===== config.mk =====
export PLATFORM = sky130hd
export DESIGN_NAME = obi_mem_arbiter
export DESIGN_NICKNAME = d
export VERILOG_FILES = /design/src/rtl/obi_mem_arbiter.sv
export SDC_FILE = /design/constraint.sdc
export NUM_CORES = 1
export LEC_CHECK = 0
export CORE_AREA = 5 5 101 103
export CTS_BUF_LIST = sky130_fd_sc_hd__clkbuf_4 sky130_fd_sc_hd__clkbuf_8
export DETAILED_ROUTE_END_ITERATION = 8
export DIE_AREA = 0 0 106 108
export PLACE_DENSITY_LB_ADDON = 0.2
export SYNTH_ARGS = -nofsm -noshare
export SYNTH_HDL_FRONTEND = slang
export SYNTH_SLANG_ARGS = --single-unit

===== constraint.sdc =====
create_clock -name i_clk -period 2.13 [get_ports i_clk]
set_input_delay 0.213 -clock i_clk [delete_from_list [all_inputs] [get_ports i_clk]]
set_output_delay 0.213 -clock i_clk [all_outputs]
set_load 0.005 [all_outputs]

===== src/rtl/obi_mem_arbiter.sv =====
// obi_mem_arbiter
// Shares one single-port, synchronous-read SRAM between the core instruction
// and data OBI ports. Grants are combinational and responses come back after
// exactly one cycle, so the core never needs an outstanding-request queue.
// Conflicts are resolved round-robin. A saturating counter records how many
// cycles both ports were requesting at once.
module obi_mem_arbiter #(
  parameter int MEM_AW = 12,
  parameter int CNT_W  = 16
) (
  input  logic              i_clk,
  input  logic              i_rst,
  // instruction port
  input  logic              i_instr_req,
  input  logic [31:0]       i_instr_addr,
  output logic              o_instr_gnt,
  output logic              o_instr_rvalid,
  output logic [31:0]       o_instr_rdata,
  // data port
  input  logic              i_data_req,
  input  logic              i_data_we,
  input  logic [3:0]        i_data_be,
  input  logic [31:0]       i_data_addr,
  input  logic [31:0]       i_data_wdata,
  output logic              o_data_gnt,
  output logic              o_data_rvalid,
  output logic [31:0]       o_data_rdata,
  // SRAM side
  output logic              o_mem_en,
  output logic              o_mem_we,
  output logic [3:0]        o_mem_be,
  output logic [MEM_AW-1:0] o_mem_addr,
  output logic [31:0]       o_mem_wdata,
  input  logic [31:0]       i_mem_rdata,
  // performance counter
  output logic [CNT_W-1:0]  o_conflict_cnt
);

  // 1 means the data port wins the next conflict
  logic             r_prioData;
  // one-cycle response pipeline flags
  logic             r_rspI;
  logic             r_rspD;
  logic             r_rspWr;
  logic [CNT_W-1:0] r_conflictCnt;

  logic             w_conflict;
  logic             w_instrGnt;
  logic             w_dataGnt;
  logic             w_unused;

  assign w_conflict = i_instr_req & i_data_req;

  // Byte-offset bits and address bits above the SRAM window are ignored.
  assign w_unused = ^{i_instr_addr[31:MEM_AW+2], i_instr_addr[1:0],
                      i_data_addr[31:MEM_AW+2], i_data_addr[1:0]};

  // Pick at most one winner per cycle; reset blocks every grant.
  always_comb begin
    w_instrGnt = 1'b0;
    w_dataGnt  = 1'b0;
    if (!i_rst) begin
      if (i_data_req && (!i_instr_req || r_prioData)) begin
        w_dataGnt = 1'b1;
      end else if (i_instr_req) begin
        w_instrGnt = 1'b1;
      end
    end
  end

  assign o_instr_gnt = w_instrGnt;
  assign o_data_gnt  = w_dataGnt;
  assign o_mem_en    = w_instrGnt | w_dataGnt;

  // Steer the winning port onto the SRAM; idle cycles drive zeros.
  always_comb begin
    o_mem_we    = 1'b0;
    o_mem_be    = 4'h0;
    o_mem_addr  = '0;
    o_mem_wdata = 32'h0;
    if (w_dataGnt) begin
      o_mem_we    = i_data_we;
      o_mem_be    = i_data_be;
      o_mem_addr  = i_data_addr[MEM_AW+1:2];
      o_mem_wdata = i_data_wdata;
    end else if (w_instrGnt) begin
      o_mem_be    = 4'hF;
      o_mem_addr  = i_instr_addr[MEM_AW+1:2];
    end
  end

  // Round-robin priority, response flags and the saturating conflict counter.
  always_ff @(posedge i_clk) begin
    if (i_rst) begin
      r_prioData    <= 1'b1;
      r_rspI        <= 1'b0;
      r_rspD        <= 1'b0;
      r_rspWr       <= 1'b0;
      r_conflictCnt <= '0;
    end else begin
      if (w_dataGnt) begin
        r_prioData <= 1'b0;
      end else if (w_instrGnt) begin
        r_prioData <= 1'b1;
      end
      r_rspI  <= w_instrGnt;
      r_rspD  <= w_dataGnt;
      r_rspWr <= w_dataGnt & i_data_we;
      if (w_conflict && (r_conflictCnt != {CNT_W{1'b1}})) begin
        r_conflictCnt <= r_conflictCnt + CNT_W'(1);
      end
    end
  end

  assign o_instr_rvalid = r_rspI;
  assign o_data_rvalid  = r_rspD;
  // Write acknowledgements carry no data, so the SRAM output is masked off.
  assign o_instr_rdata  = i_mem_rdata & {32{r_rspI}};
  assign o_data_rdata   = i_mem_rdata & {32{r_rspD & ~r_rspWr}};
  assign o_conflict_cnt = r_conflictCnt;

endmodule

Word-level counts from Yosys, hierarchy flattened. Cells that the tools add are included.

Input bits: 137. Logic and storage cells: 32. Output and inout bits: 134. Register bits: 20.

Bitwise logic cells: 7. Equal/unequal tests: 1. Muxes and demuxes: 13. Reductions and logical operators: 5. Add/subtract/negate cells: 1.

Operators by type and width (number): $and 32x32->32 (2); $mux 32 (1); $mux 12 (2); $add 16x1->16 const B (1); $ne 16x16->1 const B (1); $mux 1 (8); $mux 4 (2); $and 1x1->1 (3); $logic_and 1x1->1 (2); $reduce_bool 2->1 (1); $logic_not 1->1 (1); $logic_or 1x1->1 (1); $not 1->1 (1); $or 1x1->1 (1).

Logic depth before layout (Yosys ltp). Gate-level depths: netlist (run 1).

Word-level depth: 7. Mapped depth: 6. Depth with buffers taken out: 5.

Least setup slack after synthesis (run 1). OpenSTA, ideal clock, no wires.

Kind: flip-flop to flip-flop. From: reg r_conflictCnt[0], in the netlist o_conflict_cnt[0]. To: reg r_conflictCnt[14], in the netlist o_conflict_cnt[14]. Library setup time: 71 ps. Clock period less this slack: 1740 ps. Arrival: 1669 ps. Slack: 390 ps. Data required time: 2059 ps. Buffers on the path: 0. Stages on the path, launching flop included: 6. Path through: dfxtp_1 > ha_1 > nand3_1 > or3_4 > or4_1 > a21oi_1.

Word-level cells in the longest chain between the ends: 2. Elaborated cells between the ends (all ways): 3.

Ends and longest elaborated chain: from (decl) (line 45) `logic [CNT_W-1:0] r_conflictCnt;`; from (signal assigned) (line 110) `r_conflictCnt <= r_conflictCnt + CNT_W'(1);`; parallel branches: the longest is 2 deep, another holds $add 16x1->16.

Parallel ways; which one is timed is not known. A chain may end at the register's enable or synchronous reset.

Worst setup path in the final report (run 1).
From: in i_instr_req. To: out o_mem_addr[0].

Word-level cells in the longest chain between the ends: 7. Elaborated cells between the ends (all ways): 10.

Ends and longest elaborated chain: from (decl) (line 14) `input logic i_instr_req,`; $logic_not 1->1 (line 63) `if (i_data_req && (!i_instr_req || r_prioData)) begin`; $logic_or 1x1->1 (line 63); $logic_and 1x1->1 (line 63); $mux 1 (line 63); $mux 1 (line 62) `if (!i_rst) begin`; $mux 12 (line 86) `end else if (w_instrGnt) begin`; $mux 12 (*) (line 81) `if (w_dataGnt) begin`; to (decl) (line 32) `output logic [MEM_AW-1:0] o_mem_addr,`.

Mark *: on every way between the ends. The rest lies on a longest branch, timed or not.

==> results of run 1 <==
[synthesized netlist by cell type (all sizes together)]
library cell and count:
buf 1, inv 5, nand3 5, dfxtp 20
a22o 12, nor2b 3, mux2 2, a21o 4
nor4bb 1, o211ai 2, clkbuf 15, nor2 6
o311ai 2, nand4 4, or4 5, o41ai 3
a41oi 1, nor4 6, o211a 1, a31oi 1
and3 5, or2 2, mux2i 1, ha 1
a21oi 7, nand2 11, and2 98, nand2b 1
nor3 2, o21ai 4, o31ai 4, or3 4
[area by class of cell]
cell class              instances  share of cell area [%]
repair buffers                248                    56.4
inverters                       5                   0.428
clock buffers                   3                   0.942
well taps                     111                    3.17
multi-input cells             198                    29.9
flip-flops and latches         20                    9.14
[sequential cells by signal, summed over array words and instances, names as in the netlist]
signal	count
o_conflict_cnt	16
o_data_rvalid	1
o_instr_rvalid	1
r_prioData	1
r_rspWr	1
[kinds of logic (layout without fill, tap and decap cells)]
family | after synthesis | in the layout | synth area share, %
adder cells (fa/ha/maj) | 1 | 1 | 0.703
flip-flops | 20 | 20 | 22.5
AO/OA/AOI/OAI | 41 | 41 | 17.1
buffers and inverters | 21 | 256 | 4.50
AND/OR/NAND/NOR | 153 | 153 | 53.4
multiplexers | 3 | 3 | 1.83
[power by group through the flow]
stage | clock network [W] | registers [W] | logic, W
finish | 0.000244 | 0.000386 | 0.000550
global route | 0.000270 | 0.000387 | 0.000594
CTS | 0.000255 | 0.000385 | 0.000556
detailed placement | 0 | 0.000394 | 0.000551
global placement | 0 | 0.000394 | 0.000545
floorplan | 0 | 0.000394 | 0.000132
[through the flow]
stage / cell area, um^2 / power (W)
final: 4380 / 0.00118
after global routing: 4380 / 0.00125
after CTS: 4350 / 0.00120
after detailed placement: 4300 / 0.000945
after global placement: 4300 / 0.000939
after floorplan: 1780 / 0.000526
[final timing paths]
path	from	to	cells after the start
worst max register to register	o_conflict_cnt[0]	o_conflict_cnt[14]	5
worst max-delay path	i_instr_req	o_mem_addr[0]	6
worst min-delay path	o_conflict_cnt[1]	o_conflict_cnt[1]	2
worst min register to register	o_conflict_cnt[1]	o_conflict_cnt[1]	2
[layer usage]
metal | part of all wire, % | global-route usage (%)
met1 | 35 | 14.7
met2 | 53 | 28.2
met3 | 11 | 6.09
met4 | 1.3 | 2.96
met5 | 0 | 0
[worst max-delay path: stages]
cell             delay [ns]
clkdlybuf4s50_1        0.51
buf_4                  0.13
and3_4                 0.18
buf_6                  0.15
a22o_1                 0.15
clkdlybuf4s50_1        0.51
[layout by cell type (no fill, tap or decap), types with 4 or more instances in the layout]
cell type,synthesis,final
nor4_1,5,5
and2_1,98,98
nor2_1,6,6
a21o_1,4,4
clkdlybuf4s50_1,0,225
nand3_1,5,5
a22o_1,12,12
o21ai_0,4,4
nand2_1,11,11
inv_1,5,5
or4_1,4,4
a21oi_1,7,7
buf_4,0,15
dfxtp_1,20,20
o31ai_1,4,4
dlymetal6s2s_1,0,5
[timing repair]
item                       CTS  global route
setup endpoints to repair   21            50
hold endpoints to repair     0             0
gates resized for setup      3            11
pin swaps                    0             0
==> flow_summary.ini, run 1 <==
[sta]
final.setup.tns_ns = 0
hold_violations = 0
finalMaxSlewViolations = 0
max_freq_ghz = 0.484
holdWs_ns = 0.524
fin_crit_sh_pct = 96.9
finalSetupViolCount = 0
period_needed_ns = 2.06
skew_ns = 0.000899
slew_headroom_pct = 61.6
tightest_slew_ns = 0.571
fin_ws_ns = 0.0651

[min_path]
hold_class = reg2reg

[synth]
synth_area_per_cell_um2 = 7.45
yosys-top-cells-area = and2_1, dfxtp_1, a22o_1, clkbuf_1, nand2_1
synth_cell_types = 38
syn_inst = 239
yosysSeqAreaShare_pct = 22.5
ys_warn_count = 0
yosys.area.top_type = and2_1
yosysTopAreaCellShare_pct = 34.4
netlist_area_um2 = 1780
synth_seq_cells = 20
syn-num-nets = 377

[power]
leakagePower_nw = 1.72
p_clk_share_pct = 20.7
power.internal_w = 0.000896
switching_share_pct = 24.0
p_comb_share_pct = 46.6
powerDensity_nw_per_um2 = 269
p_switching_w = 0.000284
peakVddDrop_mv = 0.172
seq_power_share_pct = 32.7

[place]
gp_congestion = 0.787
dp_slack_ns = -0.0181
hpwl_um = 8020
io_buffer_count = 230
placed_cells = 582

[die]
die_h_um = 108
start_util_pct = 19.5
dieWidth_um = 106
rows = 35
core_um2 = 9110
dieArea_um2 = 11400
ios = 271

[drt]
via_count = 2589
drt_iter0_drc = 94
wl_per_cell_um = 15.9
routed_wl_um = 9300
ant_nets = 0
drtPass1Iterations = 4
drc_errors = 0
vias_per_cell = 4.43

[cts]
numCtsBuffers = 3
cts_tree = built
htree_levels = 1
cts_hold_buf = 0
cts_sinks = 20
postCtsSetupBuffers = 0
insertion_delay_ns = 0.25
cts_buffer_depth = 2
clk_pin_slew_ns = 0.07
root_buffer = clkbuf_8

[setup_path]
reg2reg_setup_slack_ns = 0.28
cp_max_fo = 15
endpoint_kind = output pin
cp_data_required_time_ns = 1.92
critPathLaunchType = primary input
critical_path_class = in2out
crit_arrival_ns = 1.85

[cells_and_area]
multi_input_area_um2 = 1310
layout-drive-gt1-share_pct = 6.96
n_fill_cell = 899
syn_to_final_growth_pct = 146
post-route-util_pct = 48.1
stdcell_count = 585
n_antenna_cell = 0
layout.nets = 614
seq_area_um2 = 400

[flow_run]
cap_violations = 0

[grt]
grt_max_degree = 34
grt_pass1_vias = 2522
antenna_found_initial = 0
grt_pass1_wl_um = 13500
grt.total_usage_pct = 14.6
grt.overflow.total = 0

[run_status]
status = finished, final reports clean
Note: power is estimated with default switching activity, not from simulation.
==> run 2, diff against run 1 <==
CORE_AREA = 2 2 106 108   (was 5 5 101 103)
DIE_AREA = 0 0 108 110   (was 0 0 106 108)
==> run 2 against run 1 <==
- register-to-register slack improved by 0.03 ns
- largest cell class unchanged
- power decreased by 0.13%
- utilization decreased by 7.0 points
- clock skew increased by 0.0035 ns
- global-route usage decreased by 1.5 points
- sequential share of layout area about the same
- via count increased by 0.42%
- critical path depth unchanged
- sequential cell count unchanged
- worst setup slack got worse by 0.0056 ns
==> flow_summary.ini, run 2 (synthesis results as in run 1) <==
[die]
dieArea_um2 = 11900
core_um2 = 10700
dieWidth_um = 108
start_util_pct = 16.6
ios = 271
die_h_um = 110
rows = 38

[cts]
numCtsBuffers = 3
cts_buffer_depth = 2
clk_pin_slew_ns = 0.07
cts_sinks = 20
cts_tree = built
insertion_delay_ns = 0.26
root_buffer = clkbuf_8
postCtsSetupBuffers = 0
cts_hold_buf = 0
htree_levels = 1

[flow_run]
cap_violations = 0

[setup_path]
worst_r2r_path_depth = 5
slowest_delay_ns = 0.50
crit_buf_inv = 3
crit_slowest_cell = clkdlybuf4s50_1
rr_endpoint = o_conflict_cnt[14]
path_cells = clkdlybuf4s50_1 -> nand2_1 -> and3_1 -> buf_12 -> a22o_1 -> clkdlybuf4s50_1
timing.rr.start = o_conflict_cnt[0]
cp_data_required_time_ns = 1.92
cp_max_fo = 18
reg2reg_setup_slack_ns = 0.31
cp_top_family = buffers and inverters
critPathLaunchType = primary input
endpoint_kind = output pin
crit_arrival_ns = 1.86
critPathMostFrequentCell = clkdlybuf4s50_1
critical_path_class = in2out

[drt]
wl_per_cell_um = 14.0
vias_per_cell = 4.23
ant_nets = 0
drtPass1Iterations = 4
routed_wl_um = 8620
drc_errors = 0
drt_iter0_drc = 87
via_count = 2600

[power]
p_switching_w = 0.000285
powerDensity_nw_per_um2 = 268
peakVddDrop_mv = 0.214
switching_share_pct = 24.2
p_clk_share_pct = 20.8
power.internal_w = 0.000893
seq_power_share_pct = 32.7
p_comb_share_pct = 46.5
leakagePower_nw = 1.70

[sta]
hold_violations = 0
period_needed_ns = 2.07
skew_ns = 0.00441
rsz0062_at_grt = yes
final.setup.tns_ns = 0
tightest_slew_ns = 0.536
fin_crit_sh_pct = 97.2
max_freq_ghz = 0.483
finalMaxSlewViolations = 0
slew_headroom_pct = 63.9
finalSetupViolCount = 0

[min_path]
worstHoldEndpoint = r_prioData
min_delay_path_depth = 3
min_from = i_instr_req
hold_class = in2reg

[cells_and_area]
stdcell_count = 614
n_antenna_cell = 0
largest_reg_flops = 16
layout-drive-gt1-share_pct = 6.96
layout.nets = 614
final_cell_mix = clkdlybuf4s50_1, and2_1, dfxtp_1, buf_4, a22o_1
syn_to_final_growth_pct = 147
mostFrequentLayoutCell = clkdlybuf4s50_1

[place]
io_buffer_count = 230
gp_congestion = 0.751
placed_cells = 610
hpwl_um = 7170

[grt]
grt.total_usage_pct = 13.1
grt_pass1_vias = 2412
grt.overflow.total = 0
grt_max_degree = 34
grt_pass1_wl_um = 12500
antenna_found_initial = 0

[run_status]
status = finished, final reports clean
-- run 2: changes by cell type in the layout (fill, tap and decap cells not counted) --
cell             previous run  this run
and3_1                      3         4
and3_4                      2         1
buf_6                       1         2
buf_8                       1         0
clkdlybuf4s50_1           225       224
dlygate4sd2_1               0         3
dlymetal6s2s_1              5         3
inv_1                       5         4
inv_2                       0         1
-- run 2: worst max-delay path by stage --
stage | cells past startpoint | slack [ns] | to | startpoint
2_1_floorplan | 5 | 0.39 | o_conflict_cnt[14] | o_conflict_cnt[0]
3_3_place_gp | 6 | -0.05 | o_mem_wdata[4] | i_instr_req
3_5_place_dp | 6 | -0.09 | o_mem_addr[4] | i_instr_req
4_1_cts | 6 | -0.002 | o_mem_wdata[2] | i_rst
5_1_grt | 5 | -0.006 | o_mem_wdata[25] | r_prioData
6_report | 6 | 0.06 | o_mem_addr[2] | i_data_req
-- run 2: worst min-delay path, cell delays in order --
cell and delay, ns:
dlygate4sd2_1 0.26, o21ai_0 0.10, nand2_1 0.07
-- run 2: per-layer routing --
metal  up-vias  wire (um)  global-route usage, %
met2       157       4450                   25.1
met4         0         24                   1.10
met1      1137       3100                   14.3
li1       1304          -                      -
met5         -          0                      0
met3         2       1040                   4.82
-- run 2: area by class of cell --
| type | instances | area (um^2) |
|---|---|---|
| Clock buffer | 3 | 41.3 |
| Sequential cell | 20 | 400 |
| Tap cell | 140 | 175 |
| Inverter | 5 | 18.8 |
| Fill cell | 1096 | 6300 |
| Multi-Input combinational cell | 198 | 1310 |
| Timing Repair Buffer | 248 | 2460 |
-- run 2: metrics by stage --
step	util (%)	hold WS, ns	setup WS, ns	total power (W)	area, um^2
detailed placement	40.5	0.510	-0.0894	0.000947	4340
global placement	40.5	0.500	-0.0544	0.000943	4340
finish	41.1	0.422	0.0595	0.00118	4400
global route	41.1	0.457	-0.00612	0.00125	4400
CTS	41.0	0.432	-0.00179	0.00120	4390
floorplan	-	0.317	0.390	0.000526	1780
-- run 2: power groups by stage --
stage / clock [W] / combinational (W) / sequential (W)
after floorplan: 0 / 0.000132 / 0.000394
after global placement: 0 / 0.000549 / 0.000394
after detailed placement: 0 / 0.000553 / 0.000395
after CTS: 0.000253 / 0.000557 / 0.000386
after global routing: 0.000271 / 0.000596 / 0.000387
final: 0.000245 / 0.000548 / 0.000386
-- run 2: what timing repair did --
action / CTS / global route
resized for setup: 6 / 6
setup endpoints to repair: 30 / 40
gates cloned: 1 / 0
